$ cat config.mk
export PLATFORM = sky130hd
export DESIGN_NAME = train_seq_ctrl
export DESIGN_NICKNAME = d
export VERILOG_FILES = /design/src/rtl/train_seq_ctrl_pkg.sv /design/src/rtl/train_seq_ctrl_cnt.sv /design/src/rtl/train_seq_ctrl.sv
export SDC_FILE = /design/constraint.sdc
export NUM_CORES = 1
export LEC_CHECK = 0
export ABC_AREA = 1
export BUFFER_PORTS_ARGS = -buffer_cell sky130_fd_sc_hd__buf_2
export CAP_MARGIN = 20
export CORE_ASPECT_RATIO = 1.2
export CORE_UTILIZATION = 30
export CTS_CLUSTER_DIAMETER = 50
export DETAILED_ROUTE_END_ITERATION = 10
export MAX_ROUTING_LAYER = met4
export PLACE_DENSITY_LB_ADDON = 0.25
export SLEW_MARGIN = 20
export SYNTH_ARGS = -nofsm -noshare
export SYNTH_HDL_FRONTEND = slang
export SYNTH_HIERARCHICAL = 1
export SYNTH_SLANG_ARGS = --single-unit
export TNS_END_PERCENT = 20
$ cat constraint.sdc
create_clock -name clk -period 2.5 [get_ports clk]
set_input_delay 0.5 -clock clk [delete_from_list [all_inputs] [get_ports clk]]
set_output_delay 0.5 -clock clk [all_outputs]
set_load 0.01 [all_outputs]
$ cat src/rtl/train_seq_ctrl_pkg.sv
`default_nettype none
// ============================================================================
// Module      : train_seq_ctrl_pkg
// Description : Shared state encoding and default sizing for the training
//               sequence controller.
// Revision    : 1.0 - initial release
// ============================================================================
package train_seq_ctrl_pkg;

    // Default sizing
    localparam int c_batch_dflt   = 4;
    localparam int c_cnt_w_dflt   = 8;
    localparam int c_epoch_w_dflt = 16;

    // State encoding
    localparam logic [2:0] c_st_idle     = 3'd0;
    localparam logic [2:0] c_st_clr      = 3'd1;
    localparam logic [2:0] c_st_wait_smp = 3'd2;
    localparam logic [2:0] c_st_fwd      = 3'd3;
    localparam logic [2:0] c_st_bwd      = 3'd4;
    localparam logic [2:0] c_st_acc      = 3'd5;
    localparam logic [2:0] c_st_upd      = 3'd6;
    localparam logic [2:0] c_st_done     = 3'd7;

    typedef enum logic [2:0] {
        ST_IDLE     = c_st_idle,
        ST_CLR      = c_st_clr,
        ST_WAIT_SMP = c_st_wait_smp,
        ST_FWD      = c_st_fwd,
        ST_BWD      = c_st_bwd,
        ST_ACC      = c_st_acc,
        ST_UPD      = c_st_upd,
        ST_DONE     = c_st_done
    } state_t;

endpackage : train_seq_ctrl_pkg
`default_nettype wire

$ cat src/rtl/train_seq_ctrl_cnt.sv
`default_nettype none
// ============================================================================
// Module      : ctrl_cnt
// Description : Up-counter with synchronous clear (priority) and increment
//               enable. Used for the sample and epoch counters.
// Revision    : 1.0 - initial release
// ============================================================================
module ctrl_cnt #(
    parameter int W = 8
) (
    input  logic         clk,
    input  logic         rst,
    input  logic         i_clr,
    input  logic         i_inc,
    output logic [W-1:0] o_cnt
);

    logic [W-1:0] r_cnt;

    // Count register: clear wins over increment
    always_ff @(posedge clk or negedge rst) begin
        if (!rst) begin
            r_cnt <= '0;
        end else if (i_clr) begin
            r_cnt <= '0;
        end else if (i_inc) begin
            r_cnt <= r_cnt + 1'b1;
        end
    end

    assign o_cnt = r_cnt;

endmodule : ctrl_cnt
`default_nettype wire

$ cat src/rtl/train_seq_ctrl.sv
`default_nettype none
// ============================================================================
// Module      : train_seq_ctrl
// Description : Sequences forward pass, backprop and accumulation per
//               sample, a weight update per mini-batch, over N epochs.
// Revision    : 1.0 - initial release
// ============================================================================
module train_seq_ctrl
    import train_seq_ctrl_pkg::*;
#(
    parameter int BATCH   = c_batch_dflt,
    parameter int CNT_W   = c_cnt_w_dflt,
    parameter int EPOCH_W = c_epoch_w_dflt
) (
    input  logic               clk,
    input  logic               rst,
    input  logic               i_start,
    input  logic               i_abort,
    input  logic [EPOCH_W-1:0] i_n_epoch,
    input  logic               i_smp_valid,
    output logic               o_smp_ready,
    output logic               o_fwd_start,
    input  logic               i_fwd_done,
    output logic               o_bwd_start,
    input  logic               i_bwd_done,
    output logic               o_acc_en,
    output logic               o_acc_clr,
    output logic               o_upd,
    output logic               o_busy,
    output logic               o_done,
    output logic [CNT_W-1:0]   o_smp_cnt,
    output logic [EPOCH_W-1:0] o_epoch_cnt
);

    localparam logic [CNT_W-1:0]   c_last_smp = CNT_W'(BATCH - 1);
    localparam logic [EPOCH_W-1:0] c_one_ep   = EPOCH_W'(1);

    state_t             r_state;
    state_t             w_nxt;
    logic [EPOCH_W-1:0] r_n_epoch;

    logic               r_smp_ready;
    logic               r_fwd_start;
    logic               r_bwd_start;
    logic               r_acc_en;
    logic               r_acc_clr;
    logic               r_upd;
    logic               r_busy;
    logic               r_done;

    logic               w_abort;
    logic               w_start_acc;
    logic [CNT_W-1:0]   w_smp_cnt;
    logic [EPOCH_W-1:0] w_epoch_cnt;

    // Abort only matters once a run is in progress; in IDLE it just blocks a start
    assign w_abort     = (r_state != ST_IDLE) && i_abort;
    assign w_start_acc = (r_state == ST_IDLE) && i_start && !i_abort;

    // Next-state decode
    always_comb begin
        w_nxt = r_state;
        if (w_abort) begin
            w_nxt = ST_IDLE;
        end else begin
            case (r_state)
                ST_IDLE: begin
                    if (w_start_acc) begin
                        w_nxt = (i_n_epoch != '0) ? ST_CLR : ST_DONE;
                    end
                end
                ST_CLR:      w_nxt = ST_WAIT_SMP;
                ST_WAIT_SMP: begin
                    if (i_smp_valid && r_smp_ready) begin
                        w_nxt = ST_FWD;
                    end
                end
                ST_FWD: begin
                    if (i_fwd_done) begin
                        w_nxt = ST_BWD;
                    end
                end
                ST_BWD: begin
                    if (i_bwd_done) begin
                        w_nxt = ST_ACC;
                    end
                end
                ST_ACC:  w_nxt = (w_smp_cnt == c_last_smp) ? ST_UPD : ST_WAIT_SMP;
                ST_UPD:  w_nxt = (w_epoch_cnt == (r_n_epoch - c_one_ep)) ? ST_DONE : ST_CLR;
                ST_DONE: w_nxt = ST_IDLE;
                default: w_nxt = ST_IDLE;
            endcase
        end
    end

    // State register
    always_ff @(posedge clk or negedge rst) begin
        if (!rst) begin
            r_state <= ST_IDLE;
        end else begin
            r_state <= w_nxt;
        end
    end

    // Latch the epoch target on an accepted start
    always_ff @(posedge clk or negedge rst) begin
        if (!rst) begin
            r_n_epoch <= '0;
        end else if (w_start_acc) begin
            r_n_epoch <= i_n_epoch;
        end
    end

    // Registered outputs decoded from the state being entered
    always_ff @(posedge clk or negedge rst) begin
        if (!rst) begin
            r_smp_ready <= 1'b0;
            r_fwd_start <= 1'b0;
            r_bwd_start <= 1'b0;
            r_acc_en    <= 1'b0;
            r_acc_clr   <= 1'b0;
            r_upd       <= 1'b0;
            r_busy      <= 1'b0;
            r_done      <= 1'b0;
        end else begin
            r_smp_ready <= (w_nxt == ST_WAIT_SMP);
            r_fwd_start <= (w_nxt == ST_FWD) && (r_state != ST_FWD);
            r_bwd_start <= (w_nxt == ST_BWD) && (r_state != ST_BWD);
            r_acc_en    <= (w_nxt == ST_ACC);
            r_acc_clr   <= (w_nxt == ST_CLR);
            r_upd       <= (w_nxt == ST_UPD);
            r_busy      <= (w_nxt != ST_IDLE);
            r_done      <= (w_nxt == ST_DONE);
        end
    end

    ctrl_cnt #(
        .W     (CNT_W)
    ) u_smp_cnt (
        .clk   (clk),
        .rst   (rst),
        .i_clr (w_abort || w_start_acc || (r_state == ST_CLR)),
        .i_inc (r_state == ST_ACC),
        .o_cnt (w_smp_cnt)
    );

    ctrl_cnt #(
        .W     (EPOCH_W)
    ) u_epoch_cnt (
        .clk   (clk),
        .rst   (rst),
        .i_clr (w_abort || w_start_acc),
        .i_inc (r_state == ST_UPD),
        .o_cnt (w_epoch_cnt)
    );

    assign o_smp_ready = r_smp_ready;
    assign o_fwd_start = r_fwd_start;
    assign o_bwd_start = r_bwd_start;
    assign o_acc_en    = r_acc_en;
    assign o_acc_clr   = r_acc_clr;
    assign o_upd       = r_upd;
    assign o_busy      = r_busy;
    assign o_done      = r_done;
    assign o_smp_cnt   = w_smp_cnt;
    assign o_epoch_cnt = w_epoch_cnt;

endmodule : train_seq_ctrl
`default_nettype wire

==> flow_summary.toml, run 1 <==
[clock_tree]
numCtsBuffers = 5
cts.hold.buffers_added = 0
cts_buffer_depth = 2
insertion_delay_ns = 0.29
cts_setup_buffers = 0
clkSinkCount = 51
cts_tree = "done"
cts_max_level = 2
path_clk_slew_ns = 0.07
cts_root_buf = "clkbuf_16"
postCtsResizedCells = 0

[floorplan]
coreArea_mm2 = 0.0107
fp-row-count = 41
initial_core_util_pct = 31.3
die-area_mm2 = 0.0116
ios = 55
die_h_um = 118
die_width_um = 98.4

[critical_path]
cp.arrival_ns = 2.27
rrSetupSlack_ns = 0.41
r2r_cells = 14
worstSetupPathType = "reg2reg"
path_max_fanout = 14
cp-start-kind = "flip-flop"
r2r-end = "u_epoch_cnt/o_cnt[9]$_DFFE_PN0P_"
crit_start = "r_state[0]$_DFF_PN0_"
required_ns = 2.68
regToRegStartpoint = "r_state[0]$_DFF_PN0_"
crit_path_end_kind = "flip-flop"

[synthesis]
yosysTopAreaCellShare_pct = 38.2
synth_area_mm2 = 0.00334
synth_fp_nets = 484
synth.largest_area_cell = "dfrtp_1"
synth.area.top_cells = "dfrtp_1, nand2_1, inv_1"
synth-seq-area-share_pct = 38.2
ys_ff_latch = 51
syn-instance-count = 458
avgSynthCellArea_um2 = 7.30
synthDistinctLibCells = 38
yosys_warnings = 6

[timing]
setup_tns_ns = 0
hold_viol = 0
setup_viol = 0
fin_skew_ns = 0.00733
worst_pin_slew_ns = 0.441
final.min_clock_period_ns = 2.09
fmax_mhz = 478
rsz0062_at_grt = "no"
slew_headroom_pct = 70.3
min_period_over_period_pct = 83.6
slew_viol_final = 0

[global_route]
grt_pass1_wl_mm = 14.1
grt_pass1_vias = 2925
grt_max_degree = 52
grtUsageTotal_pct = 15.6
grt.overflow.total = 0
antenna_found_initial = 0

[cells_and_area]
postLayoutCoreUtil_pct = 36.8
final_common_cell = "nand2_1"
layout_common_cells = "nand2_1, inv_1, nor2_1, buf_2, dfrtp_1"
antennaDiodeCount = 0
drive_above_1_share_pct = 24.0
nNetsFinal = 541
stdcell_area_mm2 = 0.00393
layoutNonFillerInstCount = 645
syn_to_final_growth_pct = 17.5

[status]
status = "finished, violations left"
violations = "design-rule violations"

[pwr]
pwr-share-clk_pct = 20.8
switchingPower_mw = 1.46
intPower_mw = 2.00
p_leak_nw = 2.02
power.share.switching_pct = 42.2
p_seq_share_pct = 36.6
powerDensity_mw_per_mm2 = 881
power_mw = 3.46
ir_worst_vdd_mv = 0.335
combPwrFrac_pct = 42.6

[placement]
gp_congestion = 0.830
place_inst = 637
place_area_mm2 = 0.00377
io_buffers = 54
hpwlAfterDp_mm = 6.52

[detailed_routing]
wl_per_cell_um = 12.8
vias = 3011
drc_errors = 4
dr.pass1.iters = 7
drtIter0Drc = 138
antenna_left = 0
vias_per_cell = 4.67
routed_wirelength_mm = 8.25

[run]
maxCapViolations = 0

[worst_hold_path]
hold_path.class = "in2async"
Yosys cell counts:
cell        n
a211oi_1    1
a21oi_1    13
a31oi_1     1
and2_1      1
and2_2      1
buf_2       1
buf_4       2
clkbuf_1    3
clkinv_1    1
dfrtp_1    51
ha_1        3
inv_1      62
inv_2       8
mux2_2      6
nand2_1   106
nand2_2    12
nand2_4     3
nand3_1    35
nand3_2     6
nand3b_1    5
nand4_1     9
nor2_1     59
nor2_2     13
nor2_4      5
nor2_8      2
nor3_1      5
nor3_2      2
nor3b_2     1
nor4_1      4
o211ai_1    1
o21ai_0    13
o21ai_1     5
o21ai_2     1
o21bai_1    2
o21bai_2    1
or2_1       1
xnor2_1     8
xor2_1      5
cell type report:
type                    count  area [um^2]
fillers                  1145         6740
multi-input cells         330         1770
flip-flops and latches     51         1280
repair buffers             56          298
inverters                  71          267
well taps                 129          161
clock buffers               8          156
through the flow:
step                worst slack [ns]  hold slack [ns]
global placement               0.204            0.520
floorplan                      0.435            0.204
global route                   0.161            0.224
finish                         0.409            0.178
detailed placement             0.194            0.521
CTS                            0.398            0.218
flip-flops by register name (all words and copies together), names as in the netlist:
signal             count
o_done                 1
o_bwd_start            1
o_upd                  1
o_acc_en               1
u_smp_cnt/o_cnt        8
r_state                3
o_fwd_start            1
o_smp_ready            1
u_epoch_cnt/o_cnt     16
o_busy                 1
o_acc_clr              1
r_n_epoch             16
worst max path at each step:
stage	endpoint	cells past startpoint
6_report	u_epoch_cnt/o_cnt[9]$_DFFE_PN0P_	14
5_1_grt	u_epoch_cnt/o_cnt[9]$_DFFE_PN0P_	14
4_1_cts	o_fwd_start$_DFF_PN0_	15
3_5_place_dp	o_fwd_start$_DFF_PN0_	9
3_3_place_gp	o_acc_clr$_DFF_PN0_	9
2_1_floorplan	u_epoch_cnt/o_cnt[6]$_DFFE_PN0P_	11
power groups by stage:
stage	Combinational (mW)	Sequential (mW)	Clock, mW
after floorplan	1.16	1.24	0
after detailed placement	1.48	1.29	0
final	1.47	1.27	0.720
after global routing	1.70	1.30	0.784
after global placement	1.46	1.29	0
after CTS	1.49	1.28	0.747
logic make-up (layout without fill, tap and decap cells):
group / after synthesis / count (layout) / share of synthesized area, %
DFF: 51 / 51 / 38.2
AOI/OAI and AO/OA: 38 / 38 / 6.33
muxes: 6 / 6 / 2.02
adders and majority gates: 3 / 3 / 1.12
buffers and inverters: 77 / 135 / 8.91
xor gates and xnor gates: 13 / 13 / 3.41
and+or+nand+nor: 270 / 270 / 40.0
per-layer routing:
metal / GRT usage, % / wire [um] / share of wire [%]
met2: 28.2 / 4280 / 52
met3: 2.14 / 280 / 3.4
met5: - / 0 / 0
met1: 18.0 / 3580 / 43
met4: 4.20 / 115 / 1.4
worst max-delay path, stage by stage (launching register included):
cell     delay [ns]
dfrtp_1        0.40
nor2_1         0.10
inv_1          0.07
nor2_1         0.16
inv_1          0.10
nand2_1        0.22
nand2_1        0.21
inv_2          0.27
nand2_4        0.09
nand2_2        0.11
nor2_4         0.05
nand2_1        0.07
nand2_1        0.05
nand2_1        0.05
nor2_1         0.04
No activity file was read; power rests on OpenSTA's default activity.
==> run 2, diff against run 1 <==
==> constraint.sdc (replaced) <==
create_clock -name clk -period 1.8 [get_ports clk]
set_input_delay 0.36 -clock clk [delete_from_list [all_inputs] [get_ports clk]]
set_output_delay 0.36 -clock clk [all_outputs]
set_load 0.01 [all_outputs]
==> run 2 against run 1 <==
The run ends with design-rule violations, negative setup slack left; design area rose by 15%; die area did not move; total power rose by 69%; combinational power rose by 100%; register-to-register slack got worse by 0.58 ns; maximum frequency rose by 6.1%; global-route usage rose by 0.88 points; clock power rose by 57%; sequential share of layout area fell by 4.2 points; wire length rose by 5.9%; clock skew fell by 0.0015 ns; final cell count rose by 8.1%; largest cell class unchanged.
==> flow_summary.toml, run 2 (synthesis gave the netlist of run 1 again) <==
[clock_tree]
cts_max_level = 2
cts_tree = "done"
cts_buffer_depth = 2
cts_root_buf = "clkbuf_16"
path_clk_slew_ns = 0.07
insertion_delay_ns = 0.29
clkSinkCount = 51
numCtsBuffers = 5

[pwr]
switchingPower_mw = 2.38
intPower_mw = 3.47
power.share.switching_pct = 40.7
p_seq_share_pct = 29.4
p_leak_nw = 2.34
combPwrFrac_pct = 51.3
powerDensity_mw_per_mm2 = 1300
ir_worst_vdd_mv = 0.625
pwr-share-clk_pct = 19.4

[floorplan]
coreArea_mm2 = 0.0107
die_width_um = 98.4
initial_core_util_pct = 31.3
die-area_mm2 = 0.0116
fp-row-count = 41
ios = 55
die_h_um = 118

[worst_hold_path]
worstHoldPathCells = 2
hold_path_end = "r_n_epoch[11]$_DFFE_PN0P_"
hp-start = "i_n_epoch[11]"
hold_path.class = "in2reg"

[placement]
gp_congestion = 0.856
io_buffers = 54
place_area_mm2 = 0.00414
place_inst = 683
dp_slack_ns = -0.206
hpwlAfterDp_mm = 7.00

[timing]
rsz0062_at_grt = "yes"
fmax_mhz = 507
fin_skew_ns = 0.00587
slew_headroom_pct = 76.5
final.min_clock_period_ns = 1.97
min_period_over_period_pct = 109
hold_ws_ns = 0.308
hold_viol = 0
final.setup.worst_slack_ns = -0.171
setup_viol = 10
worst_pin_slew_ns = 0.349
slew_viol_final = 0

[global_route]
grt_pass1_vias = 3204
grt.overflow.total = 0
antenna_found_initial = 0
grtUsageTotal_pct = 16.5
grt_max_degree = 27
grt_pass1_wl_mm = 15.0

[critical_path]
required_ns = 1.99
path_max_fanout = 6
crit_path_end_kind = "flip-flop"
cp-start-kind = "flip-flop"
path_delay_family = "simple AND/OR/NAND/NOR gates"
cp_num_buf_inv = 1
r2r-end = "o_fwd_start$_DFF_PN0_"
cp_cell_sequence = "inv_2 -> ha_4 -> nand2_8 -> nor2_8 -> nand3_2 -> nand2_1 -> nand2_1 -> nor2_2 -> nand3_4 -> o21bai_4 -> nand2_2 -> nand2_4 -> nand2_4 -> nand2_1 -> nor2_1"
r2r_cells = 15
worstSetupPathType = "reg2reg"
worst_path_max_delay_cell = "dfrtp_1"
cp.arrival_ns = 2.16
slowest_delay_ns = 0.42
rrSetupSlack_ns = -0.17
path_common_cell = "nand2_1"
regToRegStartpoint = "r_n_epoch[1]$_DFFE_PN0P_"

[detailed_routing]
vias = 3235
drtIter0Drc = 132
antenna_left = 0
dr.pass1.iters = 7
routed_wirelength_mm = 8.74
drc_errors = 5
wl_per_cell_um = 12.5
vias_per_cell = 4.64

[cells_and_area]
antennaDiodeCount = 0
nFillCells = 1120
syn_to_final_growth_pct = 35.1
final_common_cell = "nand2_1"
layout_common_cells = "nand2_1, inv_1, buf_2, nor2_1, dfrtp_1"
stdcell_area_mm2 = 0.00451
nNetsFinal = 593
layoutNonFillerInstCount = 697
regArea_mm2 = 0.00128
multi_input_area_mm2 = 0.00193
drive_above_1_share_pct = 35.4

[run]
maxCapViolations = 0

[status]
violations = "design-rule violations, negative setup slack"
status = "finished, violations left"
-- run 2: power groups by stage --
| stage | combinational [mW] | clock [mW] | sequential, mW |
|---|---|---|---|
| after floorplan | 1.67 | 0 | 1.73 |
| after global placement | 2.68 | 0 | 1.73 |
| after detailed placement | 2.71 | 0 | 1.74 |
| after CTS | 2.82 | 1.17 | 1.72 |
| after global routing | 3.34 | 1.20 | 1.75 |
| final | 3.00 | 1.13 | 1.72 |
-- run 2: per-layer routing --
| metal | routed length, um | global-route usage [%] | part of all wire [%] | up-vias |
|---|---|---|---|---|
| li1 | - | - | - | 1670 |
| met3 | 355 | 2.85 | 4.1 | 6 |
| met4 | 95 | 3.92 | 1.1 | 0 |
| met5 | 0 | - | 0 | - |
| met1 | 3690 | 18.8 | 42 | 1512 |
| met2 | 4600 | 29.8 | 53 | 47 |
-- run 2: worst max path at each step --
stage                                        start                                end  slack [ns]  cells past startpoint
after global routing      r_n_epoch[0]$_DFFE_PN0P_              o_bwd_start$_DFF_PN0_       -0.29                     16
final                     r_n_epoch[1]$_DFFE_PN0P_              o_fwd_start$_DFF_PN0_       -0.17                     15
after detailed placement  r_n_epoch[1]$_DFFE_PN0P_              o_fwd_start$_DFF_PN0_       -0.21                     15
after global placement    r_n_epoch[1]$_DFFE_PN0P_              o_fwd_start$_DFF_PN0_       -0.15                     15
after CTS                 r_n_epoch[1]$_DFFE_PN0P_                    o_upd$_DFF_PN0_       -0.15                     14
after floorplan               r_state[1]$_DFF_PN0_  u_epoch_cnt/o_cnt[13]$_DFFE_PN0P_        0.01                     14
-- run 2: stage by stage --
step                      setup TNS [ns]  util, %  total power [mW]
after CTS                          -1.14     41.1              5.71
final                              -1.31     42.3              5.85
after floorplan                        0        -              3.40
after global routing               -3.26     42.3              6.29
after detailed placement           -1.74     38.8              4.45
after global placement             -1.07     38.8              4.41
-- run 2: what timing repair did --
| item | in CTS | in global routing |
|---|---|---|
| gates resized for setup | 9 | 30 |
| pin swaps | 3 | 10 |
| gates cloned | 0 | 0 |
| endpoints found under the setup margin | 18 | 28 |
| endpoints found under the hold margin | 12 | 0 |
| hold buffers | 1 | 0 |
| setup buffers | 2 | 3 |
-- run 2: area by class of cell --
type / instances / share of cell area [%]
tap: 129 / 3.58
sequential: 51 / 28.3
clock inverter: 2 / 0.776
inverter: 71 / 5.96
clock buffer: 6 / 3.08
timing repair buffer: 108 / 15.6
multi-input combinational: 330 / 42.7
